## src/rtl/param_updown_counter_if.sv

```systemverilog
// Control/status bundle for param_updown_counter: count controls in, registered count and flags out.
interface param_updown_counter_if #(
  parameter int unsigned WIDTH = 4
);
  logic             en;
  logic             up;
  logic             clr;
  logic             load;
  logic [WIDTH-1:0] load_val;
  logic [WIDTH-1:0] out;
  logic             tc;
  logic             ovf;

  modport master (
    output en, up, clr, load, load_val,
    input  out, tc, ovf
  );

  modport slave (
    input  en, up, clr, load, load_val,
    output out, tc, ovf
  );
endinterface

```

## src/rtl/param_updown_counter.sv

```systemverilog
// Parametrised up/down modulo counter with clear/load, wrap-or-saturate, tc pulse and sticky ovf.
// Optional enable prescaler compiled in with `define COUNTER_PRESCALE_EN.
module param_updown_counter #(
  parameter int unsigned WIDTH    = 4,
  parameter int unsigned MODULUS  = 16,
  parameter int unsigned SATURATE = 0,
  parameter int unsigned PRESCALE = 4
) (
  input  logic                   clk,
  input  logic                   rst,
  param_updown_counter_if.slave  bus
);

  localparam int unsigned     MAX_I = MODULUS - 1;
  localparam logic [WIDTH-1:0] MAX  = MAX_I[WIDTH-1:0];

  logic [WIDTH-1:0] cnt_q, cnt_d;
  logic             tc_q, tc_d;
  logic             ovf_q, ovf_d;
  logic             step_fire;

`ifdef COUNTER_PRESCALE_EN
  localparam int unsigned PW        = (PRESCALE > 1) ? $clog2(PRESCALE) : 1;
  localparam int unsigned PS_LAST_I = (PRESCALE > 0) ? PRESCALE - 1 : 0;
  localparam logic [PW-1:0] PS_LAST = PS_LAST_I[PW-1:0];

  logic [PW-1:0] ps_q, ps_d;

  always_comb begin
    ps_d = ps_q;
    if (bus.clr || bus.load) begin
      ps_d = '0;
    end else if (bus.en) begin
      ps_d = (ps_q == PS_LAST) ? '0 : ps_q + PW'(1);
    end
  end

  always_ff @(posedge clk or negedge rst) begin
    if (!rst) begin
      ps_q <= '0;
    end else begin
      ps_q <= ps_d;
    end
  end

  // With PRESCALE=1 PS_LAST is 0, so every enabled edge steps.
  assign step_fire = (ps_q == PS_LAST);
`else
  assign step_fire = 1'b1;
`endif

  always_comb begin
    cnt_d = cnt_q;
    tc_d  = 1'b0;
    ovf_d = ovf_q;
    if (bus.clr) begin
      cnt_d = '0;
      ovf_d = 1'b0;
    end else if (bus.load) begin
      cnt_d = (bus.load_val <= MAX) ? bus.load_val : MAX;
    end else if (bus.en && step_fire) begin
      if (bus.up) begin
        if (cnt_q == MAX) begin
          tc_d  = 1'b1;
          ovf_d = 1'b1;
          cnt_d = (SATURATE != 0) ? MAX : '0;
        end else begin
          cnt_d = cnt_q + WIDTH'(1);
        end
      end else begin
        if (cnt_q == '0) begin
          tc_d  = 1'b1;
          ovf_d = 1'b1;
          cnt_d = (SATURATE != 0) ? '0 : MAX;
        end else begin
          cnt_d = cnt_q - WIDTH'(1);
        end
      end
    end
  end

  always_ff @(posedge clk or negedge rst) begin
    if (!rst) begin
      cnt_q <= '0;
      tc_q  <= 1'b0;
      ovf_q <= 1'b0;
    end else begin
      cnt_q <= cnt_d;
      tc_q  <= tc_d;
      ovf_q <= ovf_d;
    end
  end

  assign bus.out = cnt_q;
  assign bus.tc  = tc_q;
  assign bus.ovf = ovf_q;

endmodule

```

## src/flat_wrapper.sv

```systemverilog
// flat-port wrapper written by rule: the top's interface ports become plain ports
module param_updown_counter_flat 
#(
  parameter int unsigned WIDTH    = 4,
  parameter int unsigned MODULUS  = 16,
  parameter int unsigned SATURATE = 0,
  parameter int unsigned PRESCALE = 4
)
  (clk, rst, bus_en, bus_up, bus_clr, bus_load, bus_load_val, bus_out, bus_tc, bus_ovf);
  param_updown_counter_if #(.WIDTH(WIDTH)) bus_i ();
  input  logic clk;
  input  logic rst;
  input wire logic [$bits(bus_i.en)-1:0] bus_en;
  input wire logic [$bits(bus_i.up)-1:0] bus_up;
  input wire logic [$bits(bus_i.clr)-1:0] bus_clr;
  input wire logic [$bits(bus_i.load)-1:0] bus_load;
  input wire logic [$bits(bus_i.load_val)-1:0] bus_load_val;
  output wire logic [$bits(bus_i.out)-1:0] bus_out;
  output wire logic [$bits(bus_i.tc)-1:0] bus_tc;
  output wire logic [$bits(bus_i.ovf)-1:0] bus_ovf;
  assign bus_i.en = bus_en;
  assign bus_i.up = bus_up;
  assign bus_i.clr = bus_clr;
  assign bus_i.load = bus_load;
  assign bus_i.load_val = bus_load_val;
  assign bus_out = bus_i.out;
  assign bus_tc = bus_i.tc;
  assign bus_ovf = bus_i.ovf;
  param_updown_counter #(.WIDTH(WIDTH), .MODULUS(MODULUS), .SATURATE(SATURATE), .PRESCALE(PRESCALE)) u_core (.clk(clk), .rst(rst), .bus(bus_i));
endmodule
```

## config.mk

```make
export PLATFORM = sky130hd
export DESIGN_NAME = param_updown_counter_flat
export DESIGN_NICKNAME = d
export VERILOG_FILES = /design/src/rtl/param_updown_counter_if.sv /design/src/rtl/param_updown_counter.sv /design/src/flat_wrapper.sv
export SDC_FILE = /design/constraint.sdc
export NUM_CORES = 1
export LEC_CHECK = 0
export BUFFER_PORTS_ARGS = -buffer_cell sky130_fd_sc_hd__buf_2
export CELL_PAD_IN_SITES_DETAIL_PLACEMENT = 1
export CELL_PAD_IN_SITES_GLOBAL_PLACEMENT = 1
export CORE_AREA = 2 2 39 41
export CTS_CLUSTER_DIAMETER = 150
export DETAILED_ROUTE_END_ITERATION = 12
export DIE_AREA = 0 0 41 43
export PLACE_DENSITY_LB_ADDON = 0.1
export SLEW_MARGIN = 20
export SYNTH_ARGS = -nofsm -noshare
export SYNTH_HDL_FRONTEND = slang
export SYNTH_SLANG_ARGS = --single-unit
```

## constraint.sdc

```tcl
create_clock -name clk -period 4.93 [get_ports clk]
set_clock_uncertainty 0.1 [all_clocks]
set_input_delay 0.986 -clock clk [delete_from_list [all_inputs] [get_ports clk]]
set_output_delay 0.986 -clock clk [all_outputs]
set_load 0.01 [all_outputs]
```

==> results of run 1 <==
-- power groups by stage --
stage / registers, mW / logic [mW] / clock network, mW
2_1_floorplan: 0.0590 / 0.0209 / 0
3_3_place_gp: 0.0589 / 0.0347 / 0
3_5_place_dp: 0.0589 / 0.0345 / 0
4_1_cts: 0.0581 / 0.0347 / 0.0471
5_1_grt: 0.0586 / 0.0392 / 0.0501
6_report: 0.0581 / 0.0342 / 0.0443
-- cells by family after synthesis --
family,count (synthesis)
flip-flops,6
multiplexers,2
AND/OR/NAND/NOR,13
XOR/XNOR,2
adder cells (fa/ha/maj),2
AO/OA/AOI/OAI,16
buffers and inverters,8
-- Yosys cell counts, drive strengths merged --
cell / n / share of area
or4: 1 / 0.017
xor2: 1 / 0.020
nor3: 1 / 0.012
a21o: 1 / 0.017
mux2i: 2 / 0.047
o21ai: 2 / 0.023
clkbuf: 1 / 0.0087
o31ai: 2 / 0.035
nor2b: 1 / 0.015
ha: 2 / 0.058
o21a: 1 / 0.017
xnor2: 1 / 0.020
or4b: 1 / 0.023
or3b: 1 / 0.020
nor2: 4 / 0.035
o221ai: 1 / 0.035
a21boi: 1 / 0.017
inv: 6 / 0.052
buf: 1 / 0.012
nand4: 1 / 0.015
nand2: 2 / 0.017
a21oi: 5 / 0.058
a31oi: 1 / 0.015
nand2b: 1 / 0.015
o311a: 1 / 0.023
dfrtp: 6 / 0.35
a221oi: 1 / 0.020
-- metrics by stage --
stage,utilization,instances
detailed placement,0.373,78
global route,0.389,81
floorplan,-,49
CTS,0.389,81
finish,0.389,81
global placement,0.373,78
-- per-layer routing --
| layer | up-vias | global-route usage | wire length, um |
|---|---|---|---|
| met3 | 0 | 0.0157 | 56 |
| li1 | 212 | - | - |
| met4 | 0 | 0.0600 | 0 |
| met5 | - | 0 | 0 |
| met2 | 11 | 0.213 | 491 |
| met1 | 202 | 0.217 | 491 |
-- final timing paths --
| kind | end | slack [ns] | cells past startpoint |
|---|---|---|---|
| max | bus_out[3] | 2.95 | 1 |
| min in group asynchronous | u_core.bus.out[0] | 0.47 | 1 |
| max reg2reg | u_core.bus.out[0] | 3.12 | 6 |
| min reg2reg | u_core.bus.ovf | 0.43 | 2 |
| min | u_core.bus.ovf | 0.43 | 2 |
| max in group asynchronous | u_core.bus.out[2] | 4.11 | 1 |
-- state kept, by name, indices dropped and copies added, names as in the netlist --
signal	count
u_core.bus.ovf	1
u_core.bus.out	4
u_core.bus.tc	1
-- area by class of cell --
type,count,share of cell area
clock buffers,3,0.0419
inverters,6,0.0419
repair buffers,15,0.140
well taps,16,0.0372
flip-flops and latches,6,0.279
multi-input cells,35,0.460
==> impl_metrics.tcl, run 1 <==
set metrics [dict create \
    outcome "completed" \
    ctsResizeCount 0 \
    yosys.cell_types.count 27 \
    syn_nets 61 \
    tns_ns 0 \
    antenna_found_initial 0 \
    synth_top_family_by_area "compound AO/OA/AOI/OAI gates" \
    place_area_sq_um 515 \
    postCtsSetupRepairBufs 0 \
    final_area_sq_um 538 \
    path_cells "buf_2" \
    total_power_uw 137 \
    muxShareOfSynthArea 0.0466 \
    synth_area_sq_um 429 \
    ctsRootBufferMaster "clkbuf_4" \
    dr.pass1.iters 1 \
    gp_congestion 0.692 \
    hold_class "register to register" \
    worstMarginPinSlew_ns 0.274 \
    worst_slack_ns 2.95 \
    grt_pass1_wl_um 1800 \
    final_max_slew_viol_count 0 \
    peakVddDrop_mv 0.126 \
    final_nets 79 \
    relSlewSlack 0.815 \
    vias_per_cell 5.25 \
    synthAdderAreaFrac 0.0583 \
    maxCapViolations 0 \
    fmax_ghz 0.506 \
    crit_path_end_kind "output port" \
    grt_usage 0.148 \
    required_ns 3.84 \
    period_share 0.401 \
    start_util 0.310 \
    timing.rr.start "u_core.bus.out[0]" \
    clk_pin_slew_ns 0.04 \
    wirelength_um 1040 \
    layout_commonest_cell "buf_2" \
    vias 425 \
    mostFrequentLayoutCells "15 x buf_2, 6 x inv_1, 6 x dfrtp_1" \
    fillerInstances 169 \
    power.switching_uw 40.3 \
    cp_slowest_cell "dfrtp_1" \
    grt_setup_unrepaired "false" \
    multiInputGateArea_sq_um 248 \
    worstSetupStartpoint "u_core.bus.out[3]" \
    cp_data_arrival_time_ns 0.89 \
    clkLatencyLatePin_ns 0.24 \
    rows 14 \
    crit_buf_inv 1 \
    power_density_nw_per_um2 254 \
    critPathMaxFanout 9 \
    place_ws_ns 2.97 \
    io_buffers 15 \
    drive_above_1_share 0.292 \
    synth-xor-area-share 0.0408 \
    path_delay_family "flip-flops" \
    cts_buffer_depth 2 \
    p_leak_nw 0.277 \
    hold_buffers 0 \
    fin_crit_ns 1.98 \
    ios 16 \
    diodes 0 \
    synth_compound_area_frac 0.262 \
    drc_errors 0 \
    die_y_um 43 \
    slowest_delay_ns 0.47 \
    p_clk_frac 0.324 \
    cts_sinks 6 \
    grt_pass1_vias 404 \
    cts_htree_levels 1 \
    p_sw_frac 0.295 \
    syn2layout_area_growth_pct 25.4 \
    hold_viol 0 \
    ant_nets 0 \
    grt-ovfl-total 0 \
    core_sq_um 1380 \
    ys_warn_count 0 \
    netlist_instances 49 \
    setup_violations 0 \
    die_area_sq_um 1760 \
    wire_per_inst_um 12.8 \
    drt_iter0_drc 0 \
    worst_setup_path_start_kind "register" \
    yosys.area_share.simple 0.169 \
    seqPwrFrac 0.425 \
    p_int_uw 96.2 \
    holdWs_ns 0.429 \
    dieWidth_um 41 \
    avgSynthCellArea_sq_um 8.76 \
    seqCellArea_sq_um 150 \
    ys_seq_area_frac 0.350 \
    grt_max_degree 11 \
    cts_tree "done" \
    dp_hpwl_um 839 \
    worst-setup-path-type "register to output port" \
    cts_buffers 3 \
    synth_seq_cells 6 \
    p_comb_frac 0.250 \
    hold_start "u_core.bus.ovf" \
]
Note: power is estimated with default switching activity, not from simulation.
==> run 2: changes to the inputs <==
Settings changed: ABC_AREA from default to 1, CORE_AREA 2 2 39 41 to 2 2 44 46, DIE_AREA 0 0 41 43 to 0 0 46 48.
Clock period 4.93 ns to 1.79 ns, I/O delays scaled along.
==> impl_metrics.tcl, run 2 <==
set metrics [dict create \
    yosys.cell_types.count 13 \
    syn2layout_area_growth_pct 29.8 \
    core_sq_um 1690 \
    drt_iter0_drc 1 \
    tns_ns 0 \
    netlist_instances 67 \
    power.switching_uw 144 \
    dp.cells 99 \
    die_area_sq_um 2210 \
    grt_usage 0.147 \
    fillerInstances 231 \
    maxCapViolations 0 \
    drive_above_1_share 0.233 \
    ctsResizeCount 0 \
    mostFrequentLayoutCells "18 x nand2_1, 15 x buf_2, 11 x nor2_1" \
    hold_class "input pin to register" \
    final_nets 100 \
    clkLatencyLatePin_ns 0.25 \
    p_comb_frac 0.283 \
    cts_sinks 6 \
    gp_congestion 0.721 \
    p_sw_frac 0.346 \
    fmax_ghz 0.649 \
    final_max_slew_viol_count 0 \
    yosys.area.top_type "dfrtp_1" \
    yosys_most_used_dff "dfrtp_1" \
    path_cells "inv_1, ha_1, inv_1, o21ai_0, nand2_1, nand2_1, nor2_1, o22ai_1" \
    outcome "completed" \
    ys_warn_count 0 \
    largest_register_ffs 4 \
    worst-setup-path-type "register to register" \
    ys_top_cells_by_count "18 x nand2_1, 11 x nor2_1, 10 x inv_1" \
    worstMarginPinSlew_ns 0.240 \
    drc_errors 0 \
    instances_no_fill 103 \
    ys_async_sr_fraction 1.00 \
    wire_per_inst_um 12.2 \
    cp_data_arrival_time_ns 1.61 \
    dr.pass1.iters 3 \
    synth_edf_count 0 \
    crit_path_end_kind "register" \
    vias_per_cell 4.62 \
    p_int_uw 272 \
    dieWidth_um 46 \
    setup_violations 0 \
    vias 476 \
    period_share 0.861 \
    synthTopCellsByArea "dfrtp_1 35%, nand2_1 16%, nor2_1 9.5%, inv_1 8.7%, nand3_1 8.1%" \
    ctsRootBufferMaster "clkbuf_4" \
    cts_htree_levels 1 \
    peakVddDrop_mv 0.298 \
    grt_max_degree 9 \
    grt_pass1_wl_um 2150 \
    fin_crit_ns 1.54 \
    synth_seq_cells 6 \
    slowest_delay_ns 0.41 \
    p_clk_frac 0.320 \
    hold_viol 0 \
    syn_nets 79 \
    ant_nets 0 \
    dp_hpwl_um 1040 \
    ios 16 \
    grt_pass1_vias 474 \
    worst_setup_path_start_kind "register" \
    holdWs_ns 0.279 \
    start_util 0.256 \
    crit_buf_inv 2 \
    antenna_found_initial 0 \
    layout_commonest_cell "nand2_1" \
    required_ns 1.86 \
    die_y_um 48 \
    p_leak_nw 0.322 \
    path_delay_family "flip-flops" \
    critPathMaxFanout 6 \
    cts_tree "done" \
    synth_area_sq_um 433 \
    io_buffers 15 \
    cp_slowest_cell "dfrtp_1" \
    grt-ovfl-total 0 \
    cts_buffers 3 \
    cts_buffer_depth 2 \
    seqPwrFrac 0.397 \
    seqCellArea_sq_um 150 \
    clk_pin_slew_ns 0.05 \
    synth_top_area_share 0.347 \
    synth.most_common_cell "nand2_1" \
    rows 15 \
    grt_setup_unrepaired "false" \
    power_density_nw_per_um2 739 \
    relSlewSlack 0.838 \
    wirelength_um 1260 \
    ys_seq_area_frac 0.347 \
    diodes 0 \
    multiInputGateArea_sq_um 245 \
    avgSynthCellArea_sq_um 6.46 \
]
run 2: cell count changes in the layout (fill, tap and decap cells not counted), moves of 3 or more:
cell     before  now
nand2_1       2   18
nand3_1       0    7
nor2_1        4   11
inv_1         6   10
o21ai_0       2    6
a21oi_1       5    2
run 2: path summary, 6_finish.rpt:
check | startpoint | end | slack, ns | cells after the start
setup / recovery | u_core.bus.out[0] | u_core.bus.out[2] | 0.25 | 8
hold / removal | bus_clr | u_core.bus.ovf | 0.28 | 4
setup reg to reg | u_core.bus.out[0] | u_core.bus.out[2] | 0.25 | 8
hold reg to reg | u_core.bus.ovf | u_core.bus.ovf | 0.39 | 2
max in group asynchronous | rst | u_core.bus.out[1] | 1.05 | 2
min in group asynchronous | rst | u_core.bus.out[3] | 0.38 | 2
run 2: timing repair:
| item | 4_1_cts | 5_1_grt |
|---|---|---|
| endpoints found under the hold margin | 6 | 0 |
| buffers inserted | 0 | 0 |
| setup endpoints to repair | 0 | 0 |
| hold buffers | 1 | 0 |
run 2: metal layers:
layer,GRT usage,vias up,routed length [um]
li1,-,254,-
met1,0.187,205,598
met2,0.225,15,581
met3,0.0679,2,66
met4,0.0343,0,14
met5,0,-,0
run 2: power groups by stage:
stage,logic [mW],registers (mW),clock network [mW]
floorplan,0.0679,0.169,0
global placement,0.115,0.168,0
detailed placement,0.118,0.168,0
CTS,0.121,0.166,0.140
global route,0.137,0.168,0.154
finish,0.118,0.165,0.133
run 2: kinds of logic after synthesis:
| logic type | synth area share |
|---|---|
| AOI/OAI and AO/OA | 0.127 |
| xor gates and xnor gates | 0.0202 |
| adders and majority gates | 0.0578 |
| buffers and inverters | 0.0867 |
| DFF | 0.347 |
| and+or+nand+nor | 0.361 |
run 2: area by class of cell:
cell class / count / area share
clock buffer: 3 / 0.0401
inverter: 10 / 0.0668
multi-input combinational: 51 / 0.437
sequential: 6 / 0.267
tap: 17 / 0.0379
timing repair buffer: 16 / 0.151
run 2: worst min-delay path: cells and delay by family:
family / cells / cell delay, ns
buf+inv: 2 / 0.14
simple gates: 2 / 0.10
run 2: stage by stage:
stage          setup WS (ns)   util  area, sq um  power [mW]
2_1_floorplan          0.362      -          433       0.237
3_3_place_gp           0.318  0.313          529       0.283
3_5_place_dp           0.230  0.313          529       0.286
4_1_cts                0.224  0.333          562       0.426
5_1_grt               0.0464  0.333          562       0.460
6_report               0.249  0.333          562       0.415
